**src/rtl/core7_cpu_6_oci_dct_packer_pkg.sv**
```systemverilog
// Shared constants and slot-state encoding for the OCI trace-code packer.
package core7_oci_pkg;

  localparam int DCT_CODE_W = 2;
  localparam int DCT_FRAMES = 15;
  localparam int DCT_BUF_W  = 30;
  localparam int DCT_CNT_W  = 4;

  // Frame count at which the accumulator holds a complete word.
  localparam logic [DCT_CNT_W-1:0] DCT_FULL_CNT = DCT_CNT_W'(DCT_FRAMES);

  typedef enum logic [1:0] {
    EMPTY      = 2'd0,
    HOLD       = 2'd1,
    FLUSH_WAIT = 2'd2
  } slot_state_e;

endpackage

```
**src/rtl/core7_cpu_6_oci_dct_packer_if.sv**
```systemverilog
// Trace-code input, flush request and packed-word output of the packer.
interface core7_cpu_6_oci_dct_packer_if #(
  parameter int DROP_CNT_W = 8
) ();
  import core7_oci_pkg::*;

  logic                  dct_valid;
  logic [DCT_CODE_W-1:0] dct_code;
  logic                  flush;
  logic                  out_ready;
  logic [DCT_BUF_W-1:0]  dct_buffer;
  logic [DCT_CNT_W-1:0]  dct_count;
  logic                  buf_valid;
  logic                  overflow;
  logic [DROP_CNT_W-1:0] drop_count;

  // Trace source plus downstream consumer.
  modport master (
    output dct_valid, dct_code, flush, out_ready,
    input  dct_buffer, dct_count, buf_valid, overflow, drop_count
  );

  // The packer.
  modport slave (
    input  dct_valid, dct_code, flush, out_ready,
    output dct_buffer, dct_count, buf_valid, overflow, drop_count
  );

endinterface

```
**src/rtl/core7_cpu_6_oci_dct_packer_slot.sv**
```systemverilog
// Registered output slot: holds one packed word until the consumer takes it.
module core7_oci_dct_slot
  import core7_oci_pkg::*;
(
  input  logic                 clk,
  input  logic                 reset_n,
  input  logic                 load,
  input  logic [DCT_BUF_W-1:0] load_buf,
  input  logic [DCT_CNT_W-1:0] load_cnt,
  input  logic                 out_ready,
  output logic                 free,
  output logic                 buf_valid,
  output logic [DCT_BUF_W-1:0] dct_buffer,
  output logic [DCT_CNT_W-1:0] dct_count
);

  // A word leaving this cycle frees the slot for a back-to-back load.
  assign free = !buf_valid || out_ready;

  // Load a new word, or drop valid on a handshake; data holds after draining.
  always_ff @(posedge clk or negedge reset_n) begin
    if (!reset_n) begin
      buf_valid  <= 1'b0;
      dct_buffer <= '0;
      dct_count  <= '0;
    end else if (load) begin
      buf_valid  <= 1'b1;
      dct_buffer <= load_buf;
      dct_count  <= load_cnt;
    end else if (buf_valid && out_ready) begin
      buf_valid  <= 1'b0;
    end
  end

endmodule

```
**src/rtl/core7_cpu_6_oci_dct_packer.sv**
```systemverilog
// Packs 2-bit trace codes into 15-frame words, with flush and drop accounting.
//
// state      | meaning
// EMPTY      | output slot free, no flush pending
// HOLD       | output slot occupied, no flush pending
// FLUSH_WAIT | flush pending, partial word waits for a free slot
module core7_cpu_6_oci_dct_packer
  import core7_oci_pkg::*;
#(
  parameter int DROP_CNT_W = 8
) (
  input logic clk,
  input logic reset_n,
  core7_cpu_6_oci_dct_packer_if.slave bus
);

  logic [DCT_BUF_W-1:0]  acc;
  logic [DCT_CNT_W-1:0]  acc_cnt;
  logic                  acc_full;
  logic                  slot_free;
  logic                  transfer;
  logic                  accept;
  logic                  drop;
  logic                  flush_pend;
  logic                  pend_nxt;
  logic                  hold_nxt;
  slot_state_e           state;
  slot_state_e           state_nxt;
  logic [DROP_CNT_W-1:0] drop_cnt;
  logic                  ovf;

  // Transfer, accept and drop decisions for this cycle.
  always_comb begin
    acc_full = (acc_cnt == DCT_FULL_CNT);
    transfer = slot_free && (acc_full || (flush_pend && (acc_cnt != '0)));
    accept   = bus.dct_valid && (!acc_full || transfer);
    drop     = bus.dct_valid && acc_full && !transfer;
  end

  // Accumulator: a transfer empties it, and a same-cycle code lands as frame 1.
  always_ff @(posedge clk or negedge reset_n) begin
    if (!reset_n) begin
      acc     <= '0;
      acc_cnt <= '0;
    end else if (transfer) begin
      acc     <= accept ? {{(DCT_BUF_W-DCT_CODE_W){1'b0}}, bus.dct_code} : '0;
      acc_cnt <= accept ? DCT_CNT_W'(1) : '0;
    end else if (accept) begin
      acc     <= {acc[DCT_BUF_W-DCT_CODE_W-1:0], bus.dct_code};
      acc_cnt <= acc_cnt + DCT_CNT_W'(1);
    end
  end

  // Sticky overflow flag and saturating drop counter.
  always_ff @(posedge clk or negedge reset_n) begin
    if (!reset_n) begin
      ovf      <= 1'b0;
      drop_cnt <= '0;
    end else if (drop) begin
      ovf <= 1'b1;
      if (drop_cnt != '1) drop_cnt <= drop_cnt + DROP_CNT_W'(1);
    end
  end

  assign bus.overflow   = ovf;
  assign bus.drop_count = drop_cnt;

  // Slot/flush state register.
  always_ff @(posedge clk or negedge reset_n) begin
    if (!reset_n) state <= EMPTY;
    else          state <= state_nxt;
  end

  assign flush_pend = (state == FLUSH_WAIT);

  // Next state. A flush arriving with a transfer only stays pending if it
  // brought a code into the freshly emptied accumulator; a flush with
  // nothing to emit is satisfied at once.
  always_comb begin
    pend_nxt  = 1'b0;
    hold_nxt  = 1'b0;
    state_nxt = state;
    if (transfer) pend_nxt = bus.flush && accept;
    else          pend_nxt = (bus.flush || flush_pend) && ((acc_cnt != '0) || accept);
    hold_nxt = transfer || (bus.buf_valid && !bus.out_ready);
    if (pend_nxt)      state_nxt = FLUSH_WAIT;
    else if (hold_nxt) state_nxt = HOLD;
    else               state_nxt = EMPTY;
  end

  core7_oci_dct_slot u_slot (
    .clk        (clk),
    .reset_n    (reset_n),
    .load       (transfer),
    .load_buf   (acc),
    .load_cnt   (acc_cnt),
    .out_ready  (bus.out_ready),
    .free       (slot_free),
    .buf_valid  (bus.buf_valid),
    .dct_buffer (bus.dct_buffer),
    .dct_count  (bus.dct_count)
  );

endmodule

```
**src/flat_wrapper.sv**
```systemverilog
// flat-port wrapper written by rule: the top's interface ports become plain ports
module core7_cpu_6_oci_dct_packer_flat import core7_oci_pkg::*;
#(
  parameter int DROP_CNT_W = 8
)
  (clk, reset_n, bus_dct_valid, bus_dct_code, bus_flush, bus_out_ready, bus_dct_buffer, bus_dct_count, bus_buf_valid, bus_overflow, bus_drop_count);
  core7_cpu_6_oci_dct_packer_if #(.DROP_CNT_W(DROP_CNT_W)) bus_i ();
  input logic clk;
  input logic reset_n;
  input wire logic [$bits(bus_i.dct_valid)-1:0] bus_dct_valid;
  input wire logic [$bits(bus_i.dct_code)-1:0] bus_dct_code;
  input wire logic [$bits(bus_i.flush)-1:0] bus_flush;
  input wire logic [$bits(bus_i.out_ready)-1:0] bus_out_ready;
  output wire logic [$bits(bus_i.dct_buffer)-1:0] bus_dct_buffer;
  output wire logic [$bits(bus_i.dct_count)-1:0] bus_dct_count;
  output wire logic [$bits(bus_i.buf_valid)-1:0] bus_buf_valid;
  output wire logic [$bits(bus_i.overflow)-1:0] bus_overflow;
  output wire logic [$bits(bus_i.drop_count)-1:0] bus_drop_count;
  assign bus_i.dct_valid = bus_dct_valid;
  assign bus_i.dct_code = bus_dct_code;
  assign bus_i.flush = bus_flush;
  assign bus_i.out_ready = bus_out_ready;
  assign bus_dct_buffer = bus_i.dct_buffer;
  assign bus_dct_count = bus_i.dct_count;
  assign bus_buf_valid = bus_i.buf_valid;
  assign bus_overflow = bus_i.overflow;
  assign bus_drop_count = bus_i.drop_count;
  core7_cpu_6_oci_dct_packer #(.DROP_CNT_W(DROP_CNT_W)) u_core (.clk(clk), .reset_n(reset_n), .bus(bus_i));
endmodule
```
**config.mk**
```make
export PLATFORM = sky130hd
export DESIGN_NAME = core7_cpu_6_oci_dct_packer_flat
export DESIGN_NICKNAME = d
export VERILOG_FILES = /design/src/rtl/core7_cpu_6_oci_dct_packer_pkg.sv /design/src/rtl/core7_cpu_6_oci_dct_packer_if.sv /design/src/rtl/core7_cpu_6_oci_dct_packer_slot.sv /design/src/rtl/core7_cpu_6_oci_dct_packer.sv /design/src/flat_wrapper.sv
export SDC_FILE = /design/constraint.sdc
export NUM_CORES = 1
export LEC_CHECK = 0
export CAP_MARGIN = 0
export CORE_AREA = 2 2 105 147
export DETAILED_ROUTE_END_ITERATION = 7
export DIE_AREA = 0 0 107 149
export PLACE_DENSITY = 0.45
export SLEW_MARGIN = 20
export SYNTH_ARGS = -nofsm -noshare
export SYNTH_HDL_FRONTEND = slang
export SYNTH_SLANG_ARGS = --single-unit
```
**constraint.sdc**
```tcl
create_clock -name clk -period 4.15 [get_ports clk]
set_input_delay 0.83 -clock clk [delete_from_list [all_inputs] [get_ports clk]]
set_output_delay 0.83 -clock clk [all_outputs]
set_load 0.02 [all_outputs]
```
# Word level (Yosys, flattened, before mapping)
# Index checks and enable logic that the tools add are counted.
dict set report totals {
  ff_bits 80
  in_bits 7
  output_inout_bits 44
}
dict set report classes {
  add_sub_neg 2
  eq_ne 3
  n_mux 11
  reduce_logical 23
}
# operator count
set op_table {}
lappend op_table {{30-bit 2-to-1 mux} 2}
lappend op_table {{1-bit logical AND} 9}
lappend op_table {{8-bit by 1-bit adder with 8-bit output, second input constant} 1}
lappend op_table {{4-bit 2-to-1 mux} 2}
lappend op_table {{8-bit inequality test, second input constant} 1}
lappend op_table {{1-bit logical OR} 6}
lappend op_table {{1-bit 2-to-1 mux} 5}
lappend op_table {{4-bit by 1-bit adder with 4-bit output, second input constant} 1}
lappend op_table {{4-bit equality test, second input constant} 1}
lappend op_table {{1-bit logical NOT} 4}
lappend op_table {{2-bit 2-to-1 mux} 2}
lappend op_table {{2-bit nonzero test} 2}
lappend op_table {{4-bit nonzero test} 1}
lappend op_table {{2-bit equality test, second input constant} 1}
lappend op_table {{2-bit AND reduction} 1}

# Longest topological paths before layout
dict set report depth {
  word_depth 10
  ltp_mapped 8
  depth_no_buf 6
}

# Hierarchy
# A second synthesis with hierarchy kept.
dict set report hier_totals {
  cells_unflattened 286
  area_unflattened_um2 3469.6
}
# module instances cells_per_inst area_per_inst_um2
set modules_own_cells {}
lappend modules_own_cells {core7_cpu_6_oci_dct_packer 1 211 2018.2}
lappend modules_own_cells {core7_oci_dct_slot 1 75 1451.4}

# Worst setup path after synthesis
# OpenSTA, ideal clock, no wires.
dict set report synth_path {
  kind {in2reg}
  start {input port bus_out_ready}
  end {register u_core.u_slot.dct_buffer[10]}
  setup_ns 0.125
  t_arrival_ns 1.852
  t_required_ns 4.025
  path_slack_ns 2.172
  cell_stages 6
  path_buffers 2
  path_cell_list {nand2b_1 > buf_2 > nand3_2 > nand2_4 > buf_6 > mux2_4}
}
dict set report synth_between {
  elab_chain_cells 2
}
# item line
set synth_lines {}
lappend synth_lines {{start, declared} flat_wrapper.sv:13} ;# input wire logic [$bits(bus_i.out_ready)-1:0] bus_out_ready;
lappend synth_lines {{1-bit logical OR} core7_cpu_6_oci_dct_packer_slot.sv:18} ;# assign free = !buf_valid || out_ready;
lappend synth_lines {{1-bit logical AND} core7_cpu_6_oci_dct_packer.sv:35} ;# transfer = slot_free && (acc_full || (flush_pend && (acc_cnt != '0)));
lappend synth_lines {{end signal, assigned} core7_cpu_6_oci_dct_packer_slot.sv:28} ;# dct_buffer <= load_buf;
lappend synth_lines {{end, declared} core7_cpu_6_oci_dct_packer_slot.sv:13} ;# output logic [DCT_BUF_W-1:0] dct_buffer,
# Every way passes these cells.
# A chain may end at the register's enable or synchronous reset.

# Worst setup path after layout
dict set report layout_path {
  start {input port bus_out_ready}
  end {register u_core.u_slot.dct_buffer[2]}
}
# Same word-level chain as after synthesis.

==> results.json <==
{
  "status": "complete, no violations",
  "synth-seq-cells": 80,
  "max_slew_margin_pct": 35.34,
  "clk_pin_slew_worst_paths_ns": 0.05,
  "tightest_slew_ns": 0.9674,
  "synthCells": 295,
  "wl_met1_mm": 3.355,
  "tns_ns": 0,
  "final.setup.worst_slack_ns": 1.411,
  "ctsResizeCount": 0,
  "min_path_cells": 1,
  "syn_nets": 305,
  "routed_wl_mm": 7.246,
  "syn_area_per_cell_um2": 11.64,
  "fin_skew_ns": 0.006531,
  "finalSetupViolations": 0,
  "drt_iter0_drc": 124,
  "timing.fmax_mhz": 365.1,
  "drive_gt1_share_pct": 15.90,
  "start_util_pct": 23.22,
  "num_vias": 2298,
  "io_pins": 51,
  "ctsHtreeMaxLevel": 3,
  "crit_fanout": 61,
  "viasPerCell": 4.271,
  "dr_wl_met2_mm": 3.464,
  "synth_enable_flop_cells": 0,
  "peakVddDrop_v": 0.0002769,
  "postPlaceCellArea_um2": 4109,
  "hold_viol": 0,
  "grt_pass1_wl_mm": 11.99,
  "finalCriticalPeriod_ns": 2.739,
  "fin_crit_sh_pct": 66.00,
  "overflow": 0,
  "finish.instance_area_um2": 4408,
  "root_buffer": "clkbuf_16",
  "finalNetCount": 353,
  "grt_max_degree": 81,
  "top_layer": "met4",
  "hp-class": "register to register",
  "finalMaxSlewViolations": 0,
  "power_mw": 2.677,
  "ys_warn_count": 0,
  "yosysTopAreaCellShare_pct": 58.31,
  "worstSkewPairLatency_ns": 0.33,
  "crit_type": "primary input to register",
  "die_h_um": 149,
  "synth_area_um2": 3433,
  "crit_arrival_ns": 2.95,
  "grt_util_all_layers_pct": 9.529,
  "chipWidth_um": 107,
  "coreArea_um2": 14790,
  "max_cap_violations": 0,
  "die_area_um2": 15940,
  "clockBufferDepth": 2,
  "leakage_nw": 1.947,
  "powerDensity_nw_per_um2": 607.3,
  "fin_util_pct": 29.81,
  "crit_path_start_kind": "primary input",
  "synth.distinct_cells": 38,
  "io_buffers": 50,
  "place_inst": 524,
  "cts_buffers": 9,
  "rsz0062_at_grt": "false",
  "r2r_cells": 4,
  "dp_hpwl_mm": 4.440,
  "first_pass_iters": 4,
  "clock-sinks": 80,
  "synth_ff_type": "dfrtp_1",
  "place_ws_ns": 1.063,
  "antenna_found_initial": 0,
  "post_cts_buffers": 0,
  "n_antenna_cell": 0,
  "hold_slack_ns": 0.4771,
  "rows": 53,
  "gp_congestion": 0.6498,
  "endpoint_kind": "register",
  "synth_area_leader_cell": "dfrtp_1",
  "synth_area_leaders": "dfrtp_1 (58%), mux2_4 (8.7%), nand2_1 (7.3%)",
  "drc": 0,
  "cts_tree": "done",
  "worst_ep_required_time_ns": 4.36,
  "wl_per_cell_um": 13.47,
  "ctsHoldBuffers": 0,
  "synth_common_cells": "dfrtp_1 (80), nand2_1 (67), a21oi_1 (33)",
  "postRouteAntennaNets": 0,
  "synth.yosys.seq_area_share_pct": 58.31,
  "yosysMostFrequentCell": "dfrtp_1",
  "areaGrowthSynthToFinish_pct": 28.39,
  "layout.cells.non_filler": 538,
  "async_flop_share_pct": 100.0,
  "grt_pass1_vias": 2340,
  "wl_met3_um": 305
}
-- worst max-delay path, cell delays in order --
cell             delay, ns
clkdlybuf4s50_1       0.48
nand2b_1              0.33
nand3_2               0.21
nand2_4               0.67
mux2_2                0.41
-- report_power, final --
| group | total, mW | internal (mW) | switching [mW] | leakage (nW) |
|---|---|---|---|---|
| Combinational | 0.840 | 0.393 | 0.447 | 0.713 |
| Clock | 0.792 | 0.491 | 0.301 | 0.143 |
| Sequential | 1.04 | 0.931 | 0.114 | 1.09 |
| Total | 2.68 | 1.81 | 0.862 | 1.95 |
-- layer usage --
| layer | vias to the layer above | track usage [%] |
|---|---|---|
| met1 | 1135 | 12.24 |
| met2 | 43 | 15.00 |
| met3 | 9 | 2.403 |
| met5 | - | 0 |
| li1 | 1111 | - |
| met4 | 0 | 4.481 |
-- logic make-up after synthesis --
family	synth area share [%]
simple gates	13.96
buf+inv	2.915
fa+ha+maj	1.093
mux	13.67
flops	58.31
compound gates	9.293
xor+xnor	0.7654
-- final cells by class --
type	instances	area, um^2
Timing Repair Buffer	52	516.7
Fill cell	1499	10380
Multi-Input combinational cell	197	1343
Clock inverter	3	42.54
Sequential cell	80	2002
Tap cell	192	240.2
Clock buffer	11	252.7
Inverter	3	11.26
-- cells in the final DEF, fill, tap and decap left out, types with 4 or more instances in the layout --
cell type        synthesis  final
clkbuf_16                0      9
nand2_1                 67     67
a31oi_1                  7      7
nand3_1                  7      7
mux2_1                   6      6
dfrtp_1                 80     80
and3_1                   4      4
mux2_2                   9      9
a21oi_1                 33     33
nor2_1                   6      6
mux2_4                  20     20
clkdlybuf4s50_1          0     49
-- registers in the layout, summed over array words and instances (netlist names) --
signal                    cells
u_core.acc                   30
u_core.bus.overflow           1
u_core.u_slot.dct_buffer     30
u_core.u_slot.buf_valid       1
u_core.state                  2
u_core.u_slot.dct_count       4
u_core.bus.drop_count         8
u_core.acc_cnt                4
-- path summary, 6_finish.rpt --
kind | startpoint | end | slack (ns)
min in group asynchronous | reset_n | u_core.u_slot.dct_buffer[14] | 0.53
min | u_core.bus.overflow | u_core.bus.overflow | 0.48
min reg2reg | u_core.bus.overflow | u_core.bus.overflow | 0.48
max reg2reg | u_core.state[0] | u_core.u_slot.dct_buffer[2] | 1.82
max | bus_out_ready | u_core.u_slot.dct_buffer[2] | 1.41
max in group asynchronous | reset_n | u_core.u_slot.dct_count[3] | 3.11
(Power assumes the default switching activity.)
